===== config.mk =====
export PLATFORM = sky130hd
export DESIGN_NAME = wb_arbiter
export DESIGN_NICKNAME = d
export VERILOG_FILES = /design/src/rtl/wb_arbiter.sv
export SDC_FILE = /design/constraint.sdc
export NUM_CORES = 1
export LEC_CHECK = 0
export ABC_AREA = 1
export CORE_UTILIZATION = 48
export CTS_BUF_LIST = sky130_fd_sc_hd__clkbuf_16
export DETAILED_ROUTE_END_ITERATION = 7
export PLACE_DENSITY = 0.76
export REMOVE_ABC_BUFFERS = 1
export SLEW_MARGIN = 20
export SYNTH_ARGS = -nofsm -noshare
export SYNTH_HDL_FRONTEND = slang
export SYNTH_SLANG_ARGS = --single-unit

===== constraint.sdc =====
create_clock -name clk -period 3.2 [get_ports clk]
set_clock_uncertainty 0.2 [all_clocks]
set_input_delay 0.48 -clock clk [delete_from_list [all_inputs] [get_ports clk]]
set_output_delay 0.48 -clock clk [all_outputs]
set_load 0.1 [all_outputs]

===== src/rtl/wb_arbiter.sv =====
// wb_arbiter
//
// Writeback arbiter and register scoreboard feeding the single register file
// write port. Single-cycle ALU results and LSU load results share the port.
// Every LSU beat is buffered in a small FIFO. A starvation counter guarantees
// that the FIFO head is serviced even while the ALU presents results every cycle.
//
// Optional feature: define WB_PERF_EN to add the stall_cnt performance counter.
//
// Parameters
//   LSU_DEPTH   LSU result FIFO entries (power of two, >= 2)
//   STARVE_MAX  cycles a non-empty FIFO may lose arbitration before it wins (>= 1)
//
// Ports
//   clk, rst_n            clock, synchronous active-low reset
//   alu_valid/ready       ALU result handshake; alu_regno/alu_data carry the result
//   lsu_valid/ready       LSU result handshake; lsu_regno/lsu_data carry the load value
//   rsv_valid/rsv_regno   issue-side reservation of a destination register
//   busy                  per-register pending-write bits (bit 0 always 0)
//   regdata_w/regno_w     registered register file write data/index
//   write                 registered register file write enable
//   stall_cnt             (WB_PERF_EN only) count of stalled valid cycles

module wb_arbiter #(
    parameter int unsigned LSU_DEPTH  = 4,
    parameter int unsigned STARVE_MAX = 3
) (
    input  logic        clk,
    input  logic        rst_n,

    input  logic        alu_valid,
    output logic        alu_ready,
    input  logic [5:0]  alu_regno,
    input  logic [31:0] alu_data,

    input  logic        lsu_valid,
    output logic        lsu_ready,
    input  logic [5:0]  lsu_regno,
    input  logic [31:0] lsu_data,

    input  logic        rsv_valid,
    input  logic [5:0]  rsv_regno,

    output logic [31:0] busy,
`ifdef WB_PERF_EN
    output logic [31:0] stall_cnt,
`endif
    output logic [31:0] regdata_w,
    output logic [5:0]  regno_w,
    output logic        write
);

    localparam int unsigned PtrW  = $clog2(LSU_DEPTH);
    localparam int unsigned CntW  = PtrW + 1;
    localparam int unsigned WaitW = (STARVE_MAX < 1) ? 1 : $clog2(STARVE_MAX + 1);

    localparam logic [CntW-1:0]  DepthCnt  = CntW'(LSU_DEPTH);
    localparam logic [WaitW-1:0] StarveCnt = WaitW'(STARVE_MAX);

    // Register index bit 5 is architecturally ignored on every input.
    logic unused_regno_msb;
    assign unused_regno_msb = ^{alu_regno[5], lsu_regno[5], rsv_regno[5]};

    // ------------------------------------------------------------------
    // LSU FIFO state
    // ------------------------------------------------------------------
    logic [31:0]      fifo_data  [LSU_DEPTH];
    logic [4:0]       fifo_regno [LSU_DEPTH];
    logic [PtrW-1:0]  rd_ptr_q, rd_ptr_d;
    logic [PtrW-1:0]  wr_ptr_q, wr_ptr_d;
    logic [CntW-1:0]  count_q, count_d;
    logic [WaitW-1:0] wait_q, wait_d;

    logic fifo_full;
    logic fifo_nonempty;
    logic starve;
    logic push;
    logic pop;
    logic alu_take;

    assign fifo_full     = (count_q == DepthCnt);
    assign fifo_nonempty = (count_q != '0);

    // The head has lost arbitration STARVE_MAX times in a row; it wins now.
    assign starve = fifo_nonempty && (wait_q == StarveCnt);

    // Both readies come from registered state only (plus reset gating).
    assign alu_ready = rst_n && !starve;
    assign lsu_ready = rst_n && !fifo_full;

    assign push     = lsu_valid && lsu_ready;
    assign pop      = rst_n && (starve || (!alu_valid && fifo_nonempty));
    assign alu_take = alu_valid && alu_ready;

    // ------------------------------------------------------------------
    // Winner selection
    // ------------------------------------------------------------------
    logic        win;
    logic [4:0]  win_regno;
    logic [31:0] win_data;

    always_comb begin
        win       = 1'b0;
        win_regno = '0;
        win_data  = '0;
        if (pop) begin
            win       = 1'b1;
            win_regno = fifo_regno[rd_ptr_q];
            win_data  = fifo_data[rd_ptr_q];
        end else if (alu_take) begin
            win       = 1'b1;
            win_regno = alu_regno[4:0];
            win_data  = alu_data;
        end
    end

    // ------------------------------------------------------------------
    // FIFO pointer / count / starvation counter next state
    // ------------------------------------------------------------------
    always_comb begin
        rd_ptr_d = rd_ptr_q;
        wr_ptr_d = wr_ptr_q;
        count_d  = count_q;
        wait_d   = wait_q;

        // Pointers wrap naturally because LSU_DEPTH is a power of two.
        if (push) begin
            wr_ptr_d = wr_ptr_q + 1'b1;
        end
        if (pop) begin
            rd_ptr_d = rd_ptr_q + 1'b1;
        end

        unique case ({push, pop})
            2'b10:   count_d = count_q + 1'b1;
            2'b01:   count_d = count_q - 1'b1;
            default: count_d = count_q;
        endcase

        // Age of the current head in lost arbitration rounds.
        if (pop || !fifo_nonempty) begin
            wait_d = '0;
        end else if (wait_q != StarveCnt) begin
            wait_d = wait_q + 1'b1;
        end
    end

    always_ff @(posedge clk) begin
        if (!rst_n) begin
            rd_ptr_q <= '0;
            wr_ptr_q <= '0;
            count_q  <= '0;
            wait_q   <= '0;
        end else begin
            rd_ptr_q <= rd_ptr_d;
            wr_ptr_q <= wr_ptr_d;
            count_q  <= count_d;
            wait_q   <= wait_d;
        end
    end

    // Storage needs no reset; entries are only read when count_q says valid.
    always_ff @(posedge clk) begin
        if (push) begin
            fifo_data[wr_ptr_q]  <= lsu_data;
            fifo_regno[wr_ptr_q] <= lsu_regno[4:0];
        end
    end

    // ------------------------------------------------------------------
    // Register file write port
    // ------------------------------------------------------------------
    logic        write_q;
    logic [4:0]  regno_q;
    logic [31:0] data_q;

    always_ff @(posedge clk) begin
        if (!rst_n) begin
            write_q <= 1'b0;
            regno_q <= '0;
            data_q  <= '0;
        end else if (win) begin
            // A winner targeting x0 completes its handshake but never writes.
            write_q <= (win_regno != 5'd0);
            regno_q <= win_regno;
            data_q  <= win_data;
        end else begin
            write_q <= 1'b0;
        end
    end

    assign write     = write_q;
    assign regno_w   = {1'b0, regno_q};
    assign regdata_w = data_q;

    // ------------------------------------------------------------------
    // Scoreboard
    // ------------------------------------------------------------------
    logic [31:0] busy_q, busy_d;

    always_comb begin
        busy_d = busy_q;
        if (write_q) begin
            busy_d[regno_q] = 1'b0;
        end
        // Applied after the clear: a new reservation outranks a retiring write.
        if (rsv_valid && (rsv_regno[4:0] != 5'd0)) begin
            busy_d[rsv_regno[4:0]] = 1'b1;
        end
        busy_d[0] = 1'b0;
    end

    always_ff @(posedge clk) begin
        if (!rst_n) begin
            busy_q <= '0;
        end else begin
            busy_q <= busy_d;
        end
    end

    assign busy = busy_q;

`ifdef WB_PERF_EN
    // ------------------------------------------------------------------
    // Stall performance counter
    // ------------------------------------------------------------------
    logic [31:0] stall_cnt_q;
    logic [1:0]  stall_inc;

    assign stall_inc = {1'b0, alu_valid && !alu_ready} + {1'b0, lsu_valid && !lsu_ready};

    always_ff @(posedge clk) begin
        if (!rst_n) begin
            stall_cnt_q <= '0;
        end else begin
            stall_cnt_q <= stall_cnt_q + 32'(stall_inc);
        end
    end

    assign stall_cnt = stall_cnt_q;
`endif

endmodule


==> impl_metrics.env <==
export IMPL_final_area_sq_um=11700
export IMPL_p_int_mw=5.18
export IMPL_crit_type="flop to flop"
export IMPL_firstDrtPassIters=5
export IMPL_cts_htree_levels=1
export IMPL_netlist_instances=968
export IMPL_cts_root_buf="clkbuf_16"
export IMPL_num_rows=50
export IMPL_r2r_start="count_q[0]"
export IMPL_first_global_vias=6697
export IMPL_p_leak_nw=4.61
export IMPL_reg2regPathDepth=10
export IMPL_avgSynthCellArea_sq_um=9.57
export IMPL_worst_skew_pair_late_latency_ps=510
export IMPL_clock_path_buffers=3
export IMPL_maxSlewViolCount=0
export IMPL_routed_wl_mm=21.6
export IMPL_drt_iter0_drc=472
export IMPL_multiInputGateArea_sq_um=2830
export IMPL_slowest_stage="nand2_1"
export IMPL_numCtsBuffers=24
export IMPL_grt_start_max_net_pins=75
export IMPL_vias_per_cell=5.08
export IMPL_path_buf_inv=1
export IMPL_drive_gt1_share_pct=12.7
export IMPL_hold_end="wait_q[0]"
export IMPL_syn_area_sq_um=9260
export IMPL_tritoncts="yes"
export IMPL_grt_remaining_overflow=0
export IMPL_period_needed_ps=2480
export IMPL_slew_headroom_pct=36.3
export IMPL_reg2reg_slack_ps=720
export IMPL_dieArea_sq_um=19900
export IMPL_cts_resized=0
export IMPL_synth_seq_cells=228
export IMPL_finalSetupTns_ps=0
export IMPL_peakVddDrop_mv=0.371
export IMPL_clk_pin_slew_ps=60
export IMPL_finalHoldViolations=0
export IMPL_finalSetupViolCount=0
export IMPL_place_area_sq_um=11000
export IMPL_fin_ws_ps=717
export IMPL_vias=7124
export IMPL_rsz0062_at_grt="false"
export IMPL_nets=1217
export IMPL_ant_nets=0
export IMPL_start_util_pct=49.2
export IMPL_crit_required_ps=3390
export IMPL_port_buffers=154
export IMPL_power_density_nw_per_um2=620
export IMPL_final_util_pct=62.3
export IMPL_yosysSeqAreaShare_pct=65.3
export IMPL_hp_class="flop to flop"
export IMPL_critPathMaxFanout=9
export IMPL_syn_to_final_growth_pct=26.7
export IMPL_startpoint_type="flop"
export IMPL_coreArea_sq_um=18800
export IMPL_die_h_microns=141
export IMPL_hp_start="wait_q[0]"
export IMPL_reg2reg_to="count_q[2]"
export IMPL_crit_chain="nor2_2, a21oi_1, nand2_1, ha_1, inv_1, fa_1, a21oi_1, o21ai_0, o21ai_0, a21oi_1"
export IMPL_num_io_pins=160
export IMPL_grt_usage_pct=21.7
export IMPL_status="completed"
export IMPL_swShare_pct=28.7
export IMPL_cts_setup_buffers=0
export IMPL_max_stage_delay_ps=400
export IMPL_dpl_worst_slack_ps=455
export IMPL_synth_distinct_cells=23
export IMPL_wl_per_cell_microns=15.5
export IMPL_drt_drc_violations_left=0
export IMPL_post_route_period_util_pct=77.6
export IMPL_globalplace_congestion=0.905
export IMPL_dp_hpwl_mm=13.3
export IMPL_power_frac_seq_pct=45.5
export IMPL_fillers=1539
export IMPL_seqCellArea_sq_um=6050
export IMPL_die_w_microns=141
export IMPL_yosysWarnings=0
export IMPL_cp_data_arrival_time_ps=2670
export IMPL_maxCapViolCount=0
export IMPL_antenna_found_initial=0
export IMPL_p_clk_share_pct=36.7
export IMPL_cts_num_sinks=228
export IMPL_end_kind="flop"
export IMPL_grt_pass1_wl_mm=33.6
export IMPL_max_freq_mhz=403
export IMPL_cts_hold_buf=0
export IMPL_combPwrFrac_pct=17.8
export IMPL_worst_pin_slew_ps=954
export IMPL_n_antenna_cell=0
export IMPL_critical_path_most_common_cell="a21oi_1"
export IMPL_min_path_cells=1
export IMPL_path_delay_family="adder cells"
export IMPL_p_switching_mw=2.09
## sequential cells by signal, summed over array words and instances, names as in the netlist, named ones only
register,cells
rd_ptr_q,2
write,1
regdata_w,32
count_q,3
busy,31
regno_q,5
fifo_data,128
wait_q,2
wr_ptr_q,2
fifo_regno,20
## how the worst max path moves through the flow
stage | start | to | slack [ps] | depth (start not counted)
floorplan | rst_n | fifo_data[0][0] | -1830 | 4
global placement | lsu_valid | count_q[2] | 470 | 9
detailed placement | lsu_valid | count_q[2] | 460 | 9
CTS | count_q[0] | count_q[2] | 710 | 10
global route | count_q[0] | count_q[2] | 560 | 10
finish | count_q[0] | count_q[2] | 720 | 10
## metal layers
layer,GRT usage (%),vias up,routed length (microns)
met5,0,-,0
met4,6.24,0,432
met3,4.25,32,1420
met2,38.0,217,10500
met1,27.2,3338,9270
li1,-,3537,-
## per-stage QoR
step	instances	hold WS (ps)	total power, mW
finish	1401	228	7.27
global route	1401	255	7.56
CTS	1401	230	7.32
detailed placement	1357	215	4.66
global placement	1357	209	4.64
floorplan	922	198	4.24
## worst register-to-register path: cells and delay by family (launching register included)
kind / cells / cell delay, ps
adder cells (fa/ha/maj): 2 / 610
flip-flops: 1 / 330
buffers and inverters: 1 / 70
AND/OR/NAND/NOR: 2 / 550
AO/OA/AOI/OAI: 5 / 600
## kinds of logic after synthesis
logic type | Yosys count | synth area share, %
AO/OA/AOI/OAI | 182 | 9.84
other | 1 | 0.0405
flip-flops | 228 | 65.3
adder cells (fa/ha/maj) | 7 | 1.03
AND/OR/NAND/NOR | 453 | 19.2
buffers and inverters | 97 | 4.58
## cell usage after synthesis
library cell	n	area (sq um)
nor2_1	203	762
nand2_1	201	754
edfxtp_1	148	4440
o21ai_0	126	631
dfxtp_1	80	1600
a21oi_1	47	235
inv_1	45	169
nand3_1	26	130
buf_2	22	110
nor3_1	12	60.1
clkbuf_1	11	41.3
o21ai_1	9	45.0
buf_4	8	60.1
buf_1	6	22.5
ha_1	6	75.1
nand4_1	5	31.3
inv_2	4	15.0
nand2_2	4	25.0
conb_1	1	3.75
fa_1	1	20.0
inv_4	1	6.26
nand2_4	1	11.3
nor2_2	1	6.26
## cell usage in the layout (no fill, tap or decap), types with 4 or more instances in the layout
master           Yosys  final
o21ai_1              9      9
inv_2                4      4
ha_1                 6      6
nand3_1             26     26
buf_4                8     88
nand2_2              4      4
buf_12               0      4
nand2_1            201    201
nor3_1              12     12
nor2_4               0      5
clkbuf_16            0     25
a21oi_1             47     47
dfxtp_1             80     78
clkinv_1             0      7
inv_1               45     48
clkinv_2             0      4
nand4_1              5      5
clkdlybuf4s50_1      0     82
o21ai_0            126    126
edfxtp_1           148    148
nor2_1             203    198
## area by class of cell
class	instances	share of cell area [%]
sequential	228	51.6
clock buffer	25	5.33
clock inverter	19	1.23
timing repair buffer	175	13.4
inverter	50	1.62
tap	260	2.77
multi-input combinational	644	24.1
## power groups by stage
| stage | clock network (mW) | logic [mW] | registers (mW) |
|---|---|---|---|
| after CTS | 2.71 | 1.30 | 3.31 |
| final | 2.67 | 1.29 | 3.31 |
| after global placement | 0 | 1.27 | 3.37 |
| after floorplan | 0 | 0.425 | 3.81 |
| after global routing | 2.84 | 1.39 | 3.32 |
| after detailed placement | 0 | 1.29 | 3.37 |
(Power assumes the default switching activity.)
